## src/rtl/keypad_scanner.sv

```systemverilog
`default_nettype none
// ============================================================================
// Module   : keypad_scanner
// Purpose  : Scans a 4x4 active-low matrix keypad, debounces the selected key
//            on both press and release, and emits exactly one single-cycle
//            event per physical key press (digit, start '#' or clear '*').
//            Intended to run on a 1 kHz clock (one cycle = 1 ms).
// Revision : 1.0 - initial release
//
// Ports
//   clk       in   1  clock (1 kHz after division)
//   rst_n     in   1  synchronous reset, active-HIGH despite the name
//   row       out  4  row drive, active-low, exactly one bit low
//   col       in   4  column sense, active-low, externally pulled up
//   pressed   out  1  one-cycle pulse: digit key accepted
//   key_value out  4  last accepted digit (0-9), valid with pressed
//   start     out  1  one-cycle pulse: '#' accepted
//   clear     out  1  one-cycle pulse: '*' accepted
//   key_held  out  1  high from the fire cycle until release debounce ends
// ============================================================================
module keypad_scanner #(
   parameter int DEBOUNCE_CYC = 20,   // stable cycles for press and release (2..255)
   parameter int SCAN_DWELL   = 2     // cycles a row is driven before sampling (1..15)
) (
   input  logic       clk,
   input  logic       rst_n,
   output logic [3:0] row,
   input  logic [3:0] col,
   output logic       pressed,
   output logic [3:0] key_value,
   output logic       start,
   output logic       clear,
   output logic       key_held
);

   localparam logic [3:0] DWELL_LAST = 4'(SCAN_DWELL - 1);
   localparam logic [7:0] DEB_LAST   = 8'(DEBOUNCE_CYC - 1);

   typedef enum logic [1:0] {
      SCAN     = 2'd0,
      DEBOUNCE = 2'd1,
      FIRE     = 2'd2,
      RELEASE  = 2'd3
   } state_t;

   state_t     state, state_nxt;
   logic [1:0] ridx, ridx_nxt;
   logic [1:0] cidx, cidx_nxt;
   logic [3:0] dwell, dwell_nxt;
   logic [7:0] cnt, cnt_nxt;
   logic       fire_go;
   logic       release_done;

   logic [1:0] low_cidx;
   logic       is_digit;
   logic       is_start;
   logic       is_clear;
   logic [3:0] digit_val;

   assign row = ~(4'b0001 << ridx);

   // Lowest-index low column wins when several keys share the row.
   always_comb begin
      low_cidx = 2'd0;
      if      (!col[0]) low_cidx = 2'd0;
      else if (!col[1]) low_cidx = 2'd1;
      else if (!col[2]) low_cidx = 2'd2;
      else if (!col[3]) low_cidx = 2'd3;
   end

   // Key classification uses only the latched row/column, so the pulse
   // outputs never depend combinationally on col.
   always_comb begin
      is_digit  = 1'b0;
      is_start  = 1'b0;
      is_clear  = 1'b0;
      digit_val = 4'd0;
      if (ridx != 2'd3) begin
         if (cidx != 2'd3) begin
            is_digit  = 1'b1;
            digit_val = ({2'b00, ridx} * 4'd3) + {2'b00, cidx} + 4'd1;
         end
      end else begin
         case (cidx)
            2'd0:    is_clear = 1'b1;
            2'd1:    is_digit = 1'b1;   // '0'
            2'd2:    is_start = 1'b1;
            default: ;                  // 'D': no event
         endcase
      end
   end

   always_ff @(posedge clk) begin
      if (rst_n) begin
         state <= SCAN;
         ridx  <= 2'd0;
         cidx  <= 2'd0;
         dwell <= 4'd0;
         cnt   <= 8'd0;
      end else begin
         state <= state_nxt;
         ridx  <= ridx_nxt;
         cidx  <= cidx_nxt;
         dwell <= dwell_nxt;
         cnt   <= cnt_nxt;
      end
   end

   always_comb begin
      state_nxt    = state;
      ridx_nxt     = ridx;
      cidx_nxt     = cidx;
      dwell_nxt    = dwell;
      cnt_nxt      = cnt;
      fire_go      = 1'b0;
      release_done = 1'b0;
      case (state)
         SCAN: begin
            if (dwell == DWELL_LAST) begin
               dwell_nxt = 4'd0;
               if (col != 4'hF) begin
                  cidx_nxt  = low_cidx;
                  cnt_nxt   = 8'd0;
                  state_nxt = DEBOUNCE;
               end else begin
                  ridx_nxt = ridx + 2'd1;
               end
            end else begin
               dwell_nxt = dwell + 4'd1;
            end
         end
         DEBOUNCE: begin
            if (!col[cidx]) begin
               if (cnt == DEB_LAST) begin
                  state_nxt = FIRE;
                  fire_go   = 1'b1;
               end else begin
                  cnt_nxt = cnt + 8'd1;
               end
            end else begin
               // Bounce: rescan the same row from the start of its dwell.
               state_nxt = SCAN;
               dwell_nxt = 4'd0;
            end
         end
         FIRE: begin
            state_nxt = RELEASE;
            cnt_nxt   = 8'd0;
         end
         RELEASE: begin
            if (col == 4'hF) begin
               if (cnt == DEB_LAST) begin
                  release_done = 1'b1;
                  state_nxt    = SCAN;
                  ridx_nxt     = ridx + 2'd1;
                  dwell_nxt    = 4'd0;
                  cnt_nxt      = 8'd0;
               end else begin
                  cnt_nxt = cnt + 8'd1;
               end
            end else begin
               cnt_nxt = 8'd0;
            end
         end
         default: state_nxt = SCAN;
      endcase
   end

   // Event outputs are registered on the edge entering FIRE, so they are
   // high exactly during the FIRE cycle.
   always_ff @(posedge clk) begin
      if (rst_n) begin
         pressed   <= 1'b0;
         start     <= 1'b0;
         clear     <= 1'b0;
         key_value <= 4'd0;
         key_held  <= 1'b0;
      end else begin
         pressed <= fire_go & is_digit;
         start   <= fire_go & is_start;
         clear   <= fire_go & is_clear;
         if (fire_go && is_digit) begin
            key_value <= digit_val;
         end
         if (fire_go) begin
            key_held <= 1'b1;
         end else if (release_done) begin
            key_held <= 1'b0;
         end
      end
   end

endmodule
`default_nettype wire

```

## config.mk

```make
export PLATFORM = sky130hd
export DESIGN_NAME = keypad_scanner
export DESIGN_NICKNAME = d
export VERILOG_FILES = /design/src/rtl/keypad_scanner.sv
export SDC_FILE = /design/constraint.sdc
export NUM_CORES = 1
export LEC_CHECK = 0
export BUFFER_PORTS_ARGS = -buffer_cell sky130_fd_sc_hd__buf_4
export CAP_MARGIN = 20
export CELL_PAD_IN_SITES_DETAIL_PLACEMENT = 1
export CELL_PAD_IN_SITES_GLOBAL_PLACEMENT = 2
export CORE_UTILIZATION = 30
export CTS_BUF_LIST = sky130_fd_sc_hd__clkbuf_4 sky130_fd_sc_hd__clkbuf_8
export CTS_CLUSTER_DIAMETER = 200
export DETAILED_ROUTE_END_ITERATION = 8
export GPL_TIMING_DRIVEN = 0
export HOLD_SLACK_MARGIN = 0.15
export PLACE_DENSITY_LB_ADDON = 0.15
export RECOVER_POWER = 100
export SLEW_MARGIN = 25
export SYNTH_ARGS = -nofsm -noshare
export SYNTH_HDL_FRONTEND = slang
export SYNTH_SLANG_ARGS = --single-unit
```

## constraint.sdc

```tcl
create_clock -name clk -period 2.2 [get_ports clk]
set_clock_uncertainty 0.2 [all_clocks]
set_input_delay 0 -clock clk [delete_from_list [all_inputs] [get_ports clk]]
set_output_delay 0 -clock clk [all_outputs]
set_load 0.01 [all_outputs]
```

======== Word level (Yosys, flattened, before mapping) ========
Index checks and enable logic that the tools add are counted.
operators by class
  add/sub/neg operators ................... 5
  bitwise operators ....................... 4
  equality and inequality tests ........... 20
  muxes and demuxes ....................... 46
  reduce and logical (&&, ||, !) cells .... 11
  shift-type cells ........................ 1
  divide/modulo/power cells ............... 0
  magnitude comparators ................... 1
  multipliers ............................. 1
operators by type and width
  cell                                                                 count
  8-bit 2-to-1 mux                                                     6
  8-bit one-hot mux with 4 select lines                                1
  2-bit 2-to-1 mux                                                     14
  4-bit 2-to-1 mux                                                     6
  2-bit inequality test (second input constant)                        10
  1-bit 2-to-1 mux                                                     15
  4-bit one-hot mux with 3 select lines                                1
  5-bit AND reduction                                                  2
  4-bit by 1-bit adder with 4-bit output (second input constant)       2
  8-bit by 1-bit adder with 8-bit output (second input constant)       1
  8-bit by 5-bit == test with 1-bit output (second input constant)     1
  2-bit one-hot mux with 4 select lines                                1
  4-bit AND reduction                                                  2
  2-bit == test (second input constant)                                3
  4-bit by 2-bit adder with 4-bit output                               1
  2-bit by 1-bit == test with 1-bit output (second input constant)     2
  4-bit by 1-bit == test with 1-bit output (second input constant)     1
  4-bit == test (second input constant)                                1
  2-bit logical NOT                                                    2
  2-bit by 2-bit multiplier with 4-bit output (second input constant)  1
  4-bit inequality test (second input constant)                        1
  4-bit inverter                                                       1
  2-bit one-hot mux with 2 select lines                                1
  2-bit nonzero test                                                   2
  9 further kinds                                                      11
storage, ports and cells
  register bits ........................... 26
  output and inout port bits .............. 12
  memories ................................ 0
  ROM bits ................................ 0
  bits in latches ......................... 0
  bits in writable memories ............... 0
  bits of input ports ..................... 6
  word-level logic and storage cells ...... 99

======== Depth between registers and ports, before layout ========
Gate-level depths: netlist of the first run.
  depth after elaboration ................. 6
  depth in mapped cells ................... 6
  mapped depth without buffers ............ 6

======== Least setup slack after synthesis of the first run ========
OpenSTA, ideal clock, no wires.
  path kind ............................... reg2reg
  from .................................... register cnt[0]
  to ...................................... register key_value[3]
  cell stages (with the launch flop) ...... 6
  period minus slack after synthesis ...... 2.174 ns
  setup time .............................. 0.069 ns
  path slack .............................. 0.026 ns
  arrival ................................. 1.905 ns
  cells stage by stage .................... dfxtp_1 > ha_1 > or4b_4 > or4_4 > nand4b_4 > o21ai_1
on the way
  cells in the longest elaborated chain, start to end .. 5
ends and longest elaborated chain
  element                                   line  source
  from (decl)                               50    logic [7:0] cnt, cnt_nxt;
  from (signal assigned)                    105   cnt <= cnt_nxt;
  8-bit by 5-bit == test with 1-bit output  134   if (cnt == DEB_LAST) begin
  1-bit 2-to-1 mux                          134
  1-bit 2-to-1 mux                          133   if (!col[cidx]) begin
  1-bit 2-to-1 mux                          117   case (state)
  1-bit logical AND                         182   if (fire_go && is_digit) begin
  to (signal assigned)                      183   key_value <= digit_val;
  to (decl)                                 30    output logic [3:0] key_value,
No other way between the ends.
A chain may end at the register's enable or synchronous reset.

======== Worst setup path after layout of the first run ========
  from .................................... register cidx[0]
  to ...................................... register key_value[2]
on the way
  cells in the longest elaborated chain, start to end .. 5
  elaborated cells on any way between the ends .. 14
  classes of those cells .................. add/sub (2); eq/ne (2); mux (9); reduce/logical (1)
ends and longest elaborated chain
  element                                                                         line  source
  from (decl)                                                                     48    logic [1:0] cidx, cidx_nxt;
  from (signal assigned)                                                          103   cidx <= cidx_nxt;
  branches (longest 5 deep; another with 4-bit by 2-bit adder with 4-bit output)  n/a
Parallel ways; which one is timed is not known. The select of a mux whose other input is x is not followed.

==> results of run 1 <==
path summary, 6_finish.rpt:
kind / end / slack [ns] / cells after the start
setup / recovery: key_value[2] / 0.05 / 4
setup reg to reg: key_value[2] / 0.05 / 4
hold reg to reg: cnt[0] / 0.31 / 1
hold / removal: cnt[0] / 0.31 / 1
state kept, by name, summed over array words and instances (netlist names), named ones only:
signal and cells:
key_held 1, state 1, ridx 2, dwell 4, clear 1, key_value 4, pressed 1, cidx 2
cnt 8, start 1
repair_timing:
item                                    4_1_cts  5_1_grt
setup buffers                                 0        2
pin swaps                                     1        0
gates resized for setup                       7       10
endpoints found under the setup margin       23       17
endpoints found under the hold margin        18        0
hold buffers                                  7        0
through the flow:
stage	util [%]	setup WS [ns]	TNS (ns)	total power, mW
6_report	40.1	0.0495	0	1.49
5_1_grt	40.1	-0.0192	-0.0208	1.59
4_1_cts	39.7	0.00618	0	1.47
3_5_place_dp	36.4	-0.146	-1.39	1.03
3_3_place_gp	36.4	-0.103	-0.602	1.01
2_1_floorplan	-	0.0259	0	0.889
power by group:
part           internal, mW  total, mW  switching (mW)  leakage [nW]
Clock                 0.244      0.411           0.167        0.0357
Sequential            0.524      0.607          0.0837         0.213
Combinational         0.182      0.475           0.293         0.454
Total                 0.950       1.49           0.544         0.702
cell type report:
class / count / area [sq um]
Sequential cell: 26 / 532
Clock inverter: 1 / 30.0
Tap cell: 67 / 83.8
Inverter: 16 / 60.1
Clock buffer: 3 / 41.3
Multi-Input combinational cell: 131 / 1000
Buffer: 4 / 15.0
Fill cell: 595 / 2890
Timing Repair Buffer: 26 / 168
cells in the final DEF (no fill, tap or decap), types with 2 or more instances in the layout:
cell type      instances
dlygate4sd3_1          7
o22ai_1                3
nand4_1                5
nand4bb_1              2
nor3_1                 5
mux2i_1                2
o211ai_1               7
inv_1                 16
dfxtp_4                3
dfxtp_1               23
clkbuf_1              16
o21ai_1                3
nor4_1                 2
o2111ai_1              3
ha_1                  10
nor2_1                 4
clkbuf_8               3
fa_1                   2
nand2b_1               2
a211oi_1               5
nor3b_2                2
nand3_1               14
o21ai_0                4
and3_1                 2
buf_4                  7
nand2_1               18
a21oi_1                8
o32ai_1                2
per-layer routing:
metal / vias to the layer above / share of wire, % / track usage [%]
met4: 0 / 0.84 / 5.34
met1: 738 / 48 / 24.8
li1: 725 / - / -
met3: 4 / 2.8 / 2.19
met5: - / 0 / 0
met2: 20 / 48 / 31.0
cells in the mapped netlist:
cell type and number:
dfxtp_1 26, nand2_1 18, inv_1 16, nand3_1 14
ha_1 11, a21oi_1 9, o211ai_1 7, a211oi_1 6
nor3_1 6, nand4_1 5, clkbuf_1 4, nor2_1 4
o21ai_0 4, o21ai_1 4, mux2i_1 3, nor3b_1 3
o2111ai_1 3, o22ai_1 3, a31oi_1 2, and3_1 2
fa_1 2, nand2b_1 2, nand4bb_1 2, nor4_1 2
nor4b_1 2, o32ai_1 2, a211o_1 1, a21o_1 1
and3_2 1, and4_1 1, mux2_2 1, mux4_2 1
nand4b_4 1, nor2b_1 1, o211a_1 1, o21a_1 1
o221ai_1 1, o31a_1 1, or4_4 1, or4b_4 1
xor2_1 1
worst max-delay path: stages (launching register included):
cell	delay, ns
dfxtp_4	0.40
mux4_2	0.55
or4_4	0.58
nand4b_4	0.22
o21ai_1	0.14
cells by family after synthesis:
group	after synthesis	share of synthesized area, %
fa+ha+maj	13	11.5
compound gates	46	20.1
buf+inv	20	4.87
xor+xnor	1	0.569
flops	26	33.8
simple gates	66	25.0
mux	5	4.14
==> results by stage, run 1 <==
Outcome:
- The run finished with clean final reports.

GRT:
- The initial antenna violation count is 0.
- The global-route wire length before repair is roughly 7.6 mm.
- The largest net degree at the start of global routing is 16.
- The overall overflow remaining after global route is 0.
- The number of global-route vias before repair is 1563.
- Across every metal layer, demand over resource in global routing totals between 10% and 20%.

STA:
- The slew at the pin closest to its max-slew limit is approximately 0.85 ns.
- Setup violations remaining at the end of the flow were counted as 0.
- In the finished design, the share of the clock period the worst path needs comes to 97.7%.
- After layout, the minimum clock period comes to approximately 2.2 ns.
- Measured against its own limit, the worst slew margin works out to a little over two fifths.
- The final hold violation count is 0.
- Setup repair after global routing could not meet its margin everywhere.
- The final hold slack is approximately 0.31 ns.
- The total count of max-transition violations in the final report was 0.
- For this run, the top clock speed supported by timing is 465 MHz.

Layout:
- The total inserted antenna cells is 0.
- The fraction of layout instances using a drive strength above 1 is between 10 and 15%.
- For this run, the post-layout net count is around 230.
- The finished cells cover about 0.0019 sq mm.
- Compared with the post-synthesis result, the final layout area differs by 25.3%.
- The non-filler instance count after layout is roughly 270.

Die:
- In this run the vertical extent of the chip is roughly 74 microns.
- The overall die area is approximately 0.0054 sq mm.
- The initial standard-cell utilization of the core is 32.0%.
- The number of placement rows is 25.
- In this run the horizontal extent of the chip is around 74 microns.
- The placeable core region is just under 0.005 sq mm.
- During I/O placement, the number of pins put on the boundary was 18.

Setup path:
- The setup path with the least slack is of type flip-flop to flip-flop.
- STA puts the critical path data arrival time at ~2.2 ns.
- The critical path starts at cidx[0].
- In this run the worst path has a maximum fanout of 6.
- The required time at the endpoint of the critical path is between 2 and 2.5 ns.
- STA classifies the critical path startpoint as a flip-flop.
- The category of the worst setup path capture point is a flip-flop.
- The launch instance of the worst register-to-register path is cidx[0].

Route:
- For this block, the initial DRC count from the detailed router was 66.
- The average wire length per cell after detail routing is about 16 microns.
- The final layout contains routed wiring with a total length of 4.51 mm.
- The via-per-instance ratio is 5.43.
- The first detailed-routing pass ran for 4 iterations.
- The detail route stage leaves a number of antenna-violating nets equal to 0.
- The count of vias placed by the detailed router is 1487.
- The DRC violation count after routing is 0.

Clocking:
- The number of buffers created by CTS is 3.
- The clock reaches the later pin of the worst-skew pair after ~0.28 ns.
- The TritonCTS clock tree is done.
- The clock drives 26 sinks.
- The H-tree depth is 1.
- The clock-pin slew of the registers on the worst-case setup and hold paths is 0.10 ns.
- The worst-case clock buffer depth is 2.
- In this run the clock root is driven by a clkbuf_8.

Worst hold path:
- In this run the most critical hold path is launched from cnt[0].
- The kind of path behind the tightest hold check is flip-flop to flip-flop.

Synthesis:
- Of all cell types, the one taking the most synthesized area is dfxtp_1.
- The proportion of netlist area held by the largest area contributor is around 34%.
- Synthesis produced a netlist whose cell count is between 150 and 200.
- The synthesized flop and latch total is 26.
- The total nets after synthesis is between 150 and 200.
- In this run the mean area of a mapped cell was approximately 8.7 sq um.
- Summing the sequential cell areas from Yosys gives between 30% and 40% of the chip area.
- In the post-synthesis netlist, the biggest area contributors are dfxtp_1, ha_1, nand3_1.
- The count of distinct cell types in the synthesized netlist is slightly above 40.
- The number of synthesis warnings is 0.
- After synthesis the cells add up to 0.00154 sq mm.

Place:
- The final weighted congestion in routability-driven placement is approximately 0.8.
- The number of port buffers is 17.
- Summed over all nets, the half-perimeter wirelength after detailed placement is between 3 and 4 mm.
- Once placement finished, the instance area stood at about 0.0018 sq mm.
- Including well taps, the total number of placed cells is around 260.

Job:
- The tool flagged a number of max-cap violations equal to 0.

Power:
- The ratio of total power to cell area is between 700 and 800 mW/mm^2.
- The worst IR drop on VDD is 287 uV.
- The leakage power is between 0.7 and 0.8 nW.
(Power assumes the default switching activity.)
==> run 2: changes to the inputs <==
Settings changed: CAP_MARGIN 20 to not set, CORE_ASPECT_RATIO set to 1.1.
==> run 2 against run 1 <==
Compared with the run above:
- global-route usage shrank 0.96 points
- flip-flop and latch count unchanged
- worst setup slack improved by 0.010 ns
- non-clock buffer count decreased by 1
- maximum frequency rose by 0.48%
- highest routed layer unchanged
- largest cell class unchanged
- core utilization shrank 0.81 points
- via count fell by 0.40%
- first-iteration DRC count stayed put
- power shrank 8.8%
==> results by stage, run 2 (same netlist as run 1, synthesis figures left out) <==
Outcome:
- The run finished with clean final reports.

Layout:
- The total inserted antenna cells was 0 (unchanged).
- The non-filler instance count after layout is 261 (-4.7%).
- The count of nets after finishing came to 226 (-0.44%).
- The fraction of layout instances using a drive strength above 1 is 12.7% (-1.8 points).
- The library cell used most frequently in the layout, excluding fill and tap cells, is dfxtp_1.
- In the layout the commonest cells are dfxtp_1, nand2_1, inv_1, clkbuf_1, nand3_1.
- The largest registers in the layout are cnt (8), dwell (4), key_value (4).
- The number of flip-flops under the largest register name was 8 (unchanged).
- cnt holds more flip-flops than any other register.
- The fraction of the core area covered by cells at the end of the flow came to 39.3% (-0.81 points).
- The post-synthesis to final-layout area growth is 21.9%.

STA:
- The total count of max-transition violations in the final report is 0 (unchanged).
- The smallest setup slack after layout was 0.0598 ns (+0.0103 ns).
- The final hold slack is 0.306 ns (+0.00113 ns).
- Setup repair after global routing could not meet its margin everywhere.
- The share of the clock period used by the worst path is 97.3% (-0.47 points).
- The worst-case headroom to the max-slew limit is 60.9% (+18 points).
- The setup violation total in the final timing report is 0 (unchanged).
- The final hold violation count is 0 (unchanged).
- The slew at the pin closest to its max-slew limit was 0.586 ns (-0.260 ns).
- The post-layout minimum cycle time was 2.14 ns (-0.0103 ns).
- The achievable clock frequency is 467 MHz (+0.48%).

Power:
- The proportion of power drawn by flip-flops and latches is 43.7% (+3.0 points).
- The switching part of the total power is 39.0% (+2.6 points).
- The power share of the combinational group is 35.9% (+4.1 points).
- The worst IR drop on VDD is 269 uV (-6.3%).
- The ratio of total power to cell area was 726 mW/mm^2 (-6.2%).
- The total internal power was 831 uW (-13%).
- The reported net switching power is 532 uW (-2.2%).
- The power consumption is 1.36 mW (-8.8%).
- The leakage power is 0.681 nW (-3.0%).
- The power share of the clock group is 20.4% (-7.1 points).

Route:
- The final routed wirelength across all metal layers was 4.56 mm (+1.1%).
- The via-per-instance ratio came to 5.67 (+4.6%).
- The count of vias placed by the detailed router is 1481 (-0.40%).
- The average wire length per cell after detail routing came to 17.5 microns (+6.1%).
- The number of nets with antenna violations after routing was 0 (unchanged).
- The DRC violation count after routing was 0 (unchanged).
- The first-iteration detailed-routing DRC count is 66 (unchanged).
- The detailed-routing iteration count for the pre-antenna-repair pass is 4 (unchanged).

Clocking:
- The clock latency reported for the late side of the worst-skew pair came to 0.27 ns (about the same).
- The worst-case clock buffer depth was 2 (unchanged).
- The TritonCTS clock tree is done.
- The root buffer cell is clkbuf_8.
- The number of buffers created by CTS was 3 (unchanged).
- The H-tree depth is 1 (unchanged).
- The CTS sink count was 26 (unchanged).
- The clock-pin slew of the registers on the worst-case setup and hold paths is 0.10 ns (about the same).

Setup path:
- The critical path goes through ha_4 > or4b_4 > o31a_1 > a21oi_1 > o32ai_1.
- STA classifies the critical path startpoint as a flip-flop.
- The kind of cell adding the most delay to the critical path is compound AO/OA/AOI/OAI gates.
- The startpoint identified for the worst register-to-register timing path is cnt[1].
- The cell depth of the worst flop-to-flop path is 5 (+1).
- The cell count along the critical path is 5 (+1).
- The highest cell delay on the worst timing path is 0.48 ns (-0.10 ns).
- The endpoint arrival time on the critical path is 2.08 ns (-0.09 ns).
- The slowest cell on the critical path is or4b_4.
- The critical path capture point is dwell[3].
- The count of buffer and inverter cells on the critical path is 0 (unchanged).
- Tracing the worst setup path back leads to its startpoint at cnt[1].
- The critical register-to-register path endpoint is dwell[3].
- The required time at the endpoint of the critical path is 2.14 ns (-0.08 ns).
- The maximum fanout encountered on the critical timing path is 5 (-1).
- The category of the worst setup path capture point is a flip-flop.
- The reg-to-reg setup timing slack is 0.06 ns (about the same).
- The class of the most critical setup path is flip-flop to flip-flop.

GRT:
- The global router's overall resource usage is 17.5% (-0.96 points).
- The global-route wire length before repair is 7.71 mm (+1.4%).
- The initial antenna violation count is 0 (unchanged).
- The overall overflow remaining after global route is 0 (unchanged).
- The number of global-route vias before repair is 1616 (+3.4%).
- The largest net degree at the start of global routing was 14 (-2).

Worst hold path:
- The tightest min-delay check is of the flip-flop to flip-flop type.

Place:
- The number of port buffers is 17 (unchanged).
- The minimum setup slack after placement was -0.210 ns (-0.0640 ns).
- The placed cell count came to 250 (-4.2%).
- The detailed placer's ending HPWL is 3.39 mm (+2.9%).
- The final weighted congestion in routability-driven placement came to 0.775 (-3.3%).

Die:
- The I/O pin count is 18 (unchanged).
- The overall die area came to 0.00543 sq mm (about the same).
- The die outline width is 70.3 microns (-4.5%).
- The number of placement rows is 26 (+4.0%).
- The initial standard-cell utilization of the core is 32.2% (+0.23 points).
- The placeable core region was 0.00478 sq mm (-0.73%).
- The floorplan die height is 77.2 microns (+4.8%).

Job:
- The number of max-cap violations came to 0 (unchanged).
## run 2: worst min path at each step
stage	startpoint	end	slack (ns)	cells past startpoint
final	cnt[0]	cnt[0]	0.31	1
after floorplan	col[0]	cidx[1]	-0.05	2
after global placement	col[0]	cidx[1]	0.1	3
after CTS	cnt[0]	cnt[0]	0.29	1
after detailed placement	col[0]	cidx[1]	0.10	3
after global routing	cnt[0]	cnt[0]	0.33	1
## run 2: worst register-to-register path, stage by stage (launching register included)
cell and delay (ns):
dfxtp_2 0.40, ha_4 0.17, or4b_4 0.48, o31a_1 0.30
a21oi_1 0.31, o32ai_1 0.15
## run 2: routing by layer
metal / GRT usage, % / vias up / part of all wire (%)
met3: 2.50 / 4 / 1.9
met4: 6.40 / 0 / 0.90
met2: 28.6 / 18 / 50
li1: - / 720 / -
met1: 23.2 / 739 / 47
met5: 0 / - / 0
## run 2: area by class of cell
class | count | area (sq um)
fillers | 576 | 2900
repair buffers | 25 | 160
plain buffers | 4 | 15.0
well taps | 56 | 70.1
flip-flops and latches | 26 | 529
clock buffers | 3 | 41.3
inverters | 16 | 60.1
multi-input cells | 131 | 1000
## run 2: through the flow
step / instance area, sq um / setup TNS, ns
finish: 1880 / 0
global route: 1880 / -0.0188
CTS: 1870 / 0
detailed placement: 1740 / -2.08
global placement: 1740 / -0.528
floorplan: 1540 / 0
## run 2: power by group through the flow
| stage | Combinational (mW) | Sequential, mW | Clock (mW) |
|---|---|---|---|
| after floorplan | 0.309 | 0.580 | 0 |
| after global placement | 0.411 | 0.602 | 0 |
| after detailed placement | 0.440 | 0.606 | 0 |
| after CTS | 0.455 | 0.598 | 0.285 |
| after global routing | 0.550 | 0.608 | 0.305 |
| final | 0.489 | 0.596 | 0.278 |
## run 2: repair_timing
| action | 4_1_cts | 5_1_grt |
|---|---|---|
| buffers inserted | 0 | 1 |
| endpoints found under the hold margin | 18 | 0 |
| hold buffers | 7 | 0 |
| pin swaps | 1 | 1 |
| resized for setup | 7 | 10 |
| setup endpoints to repair | 23 | 19 |
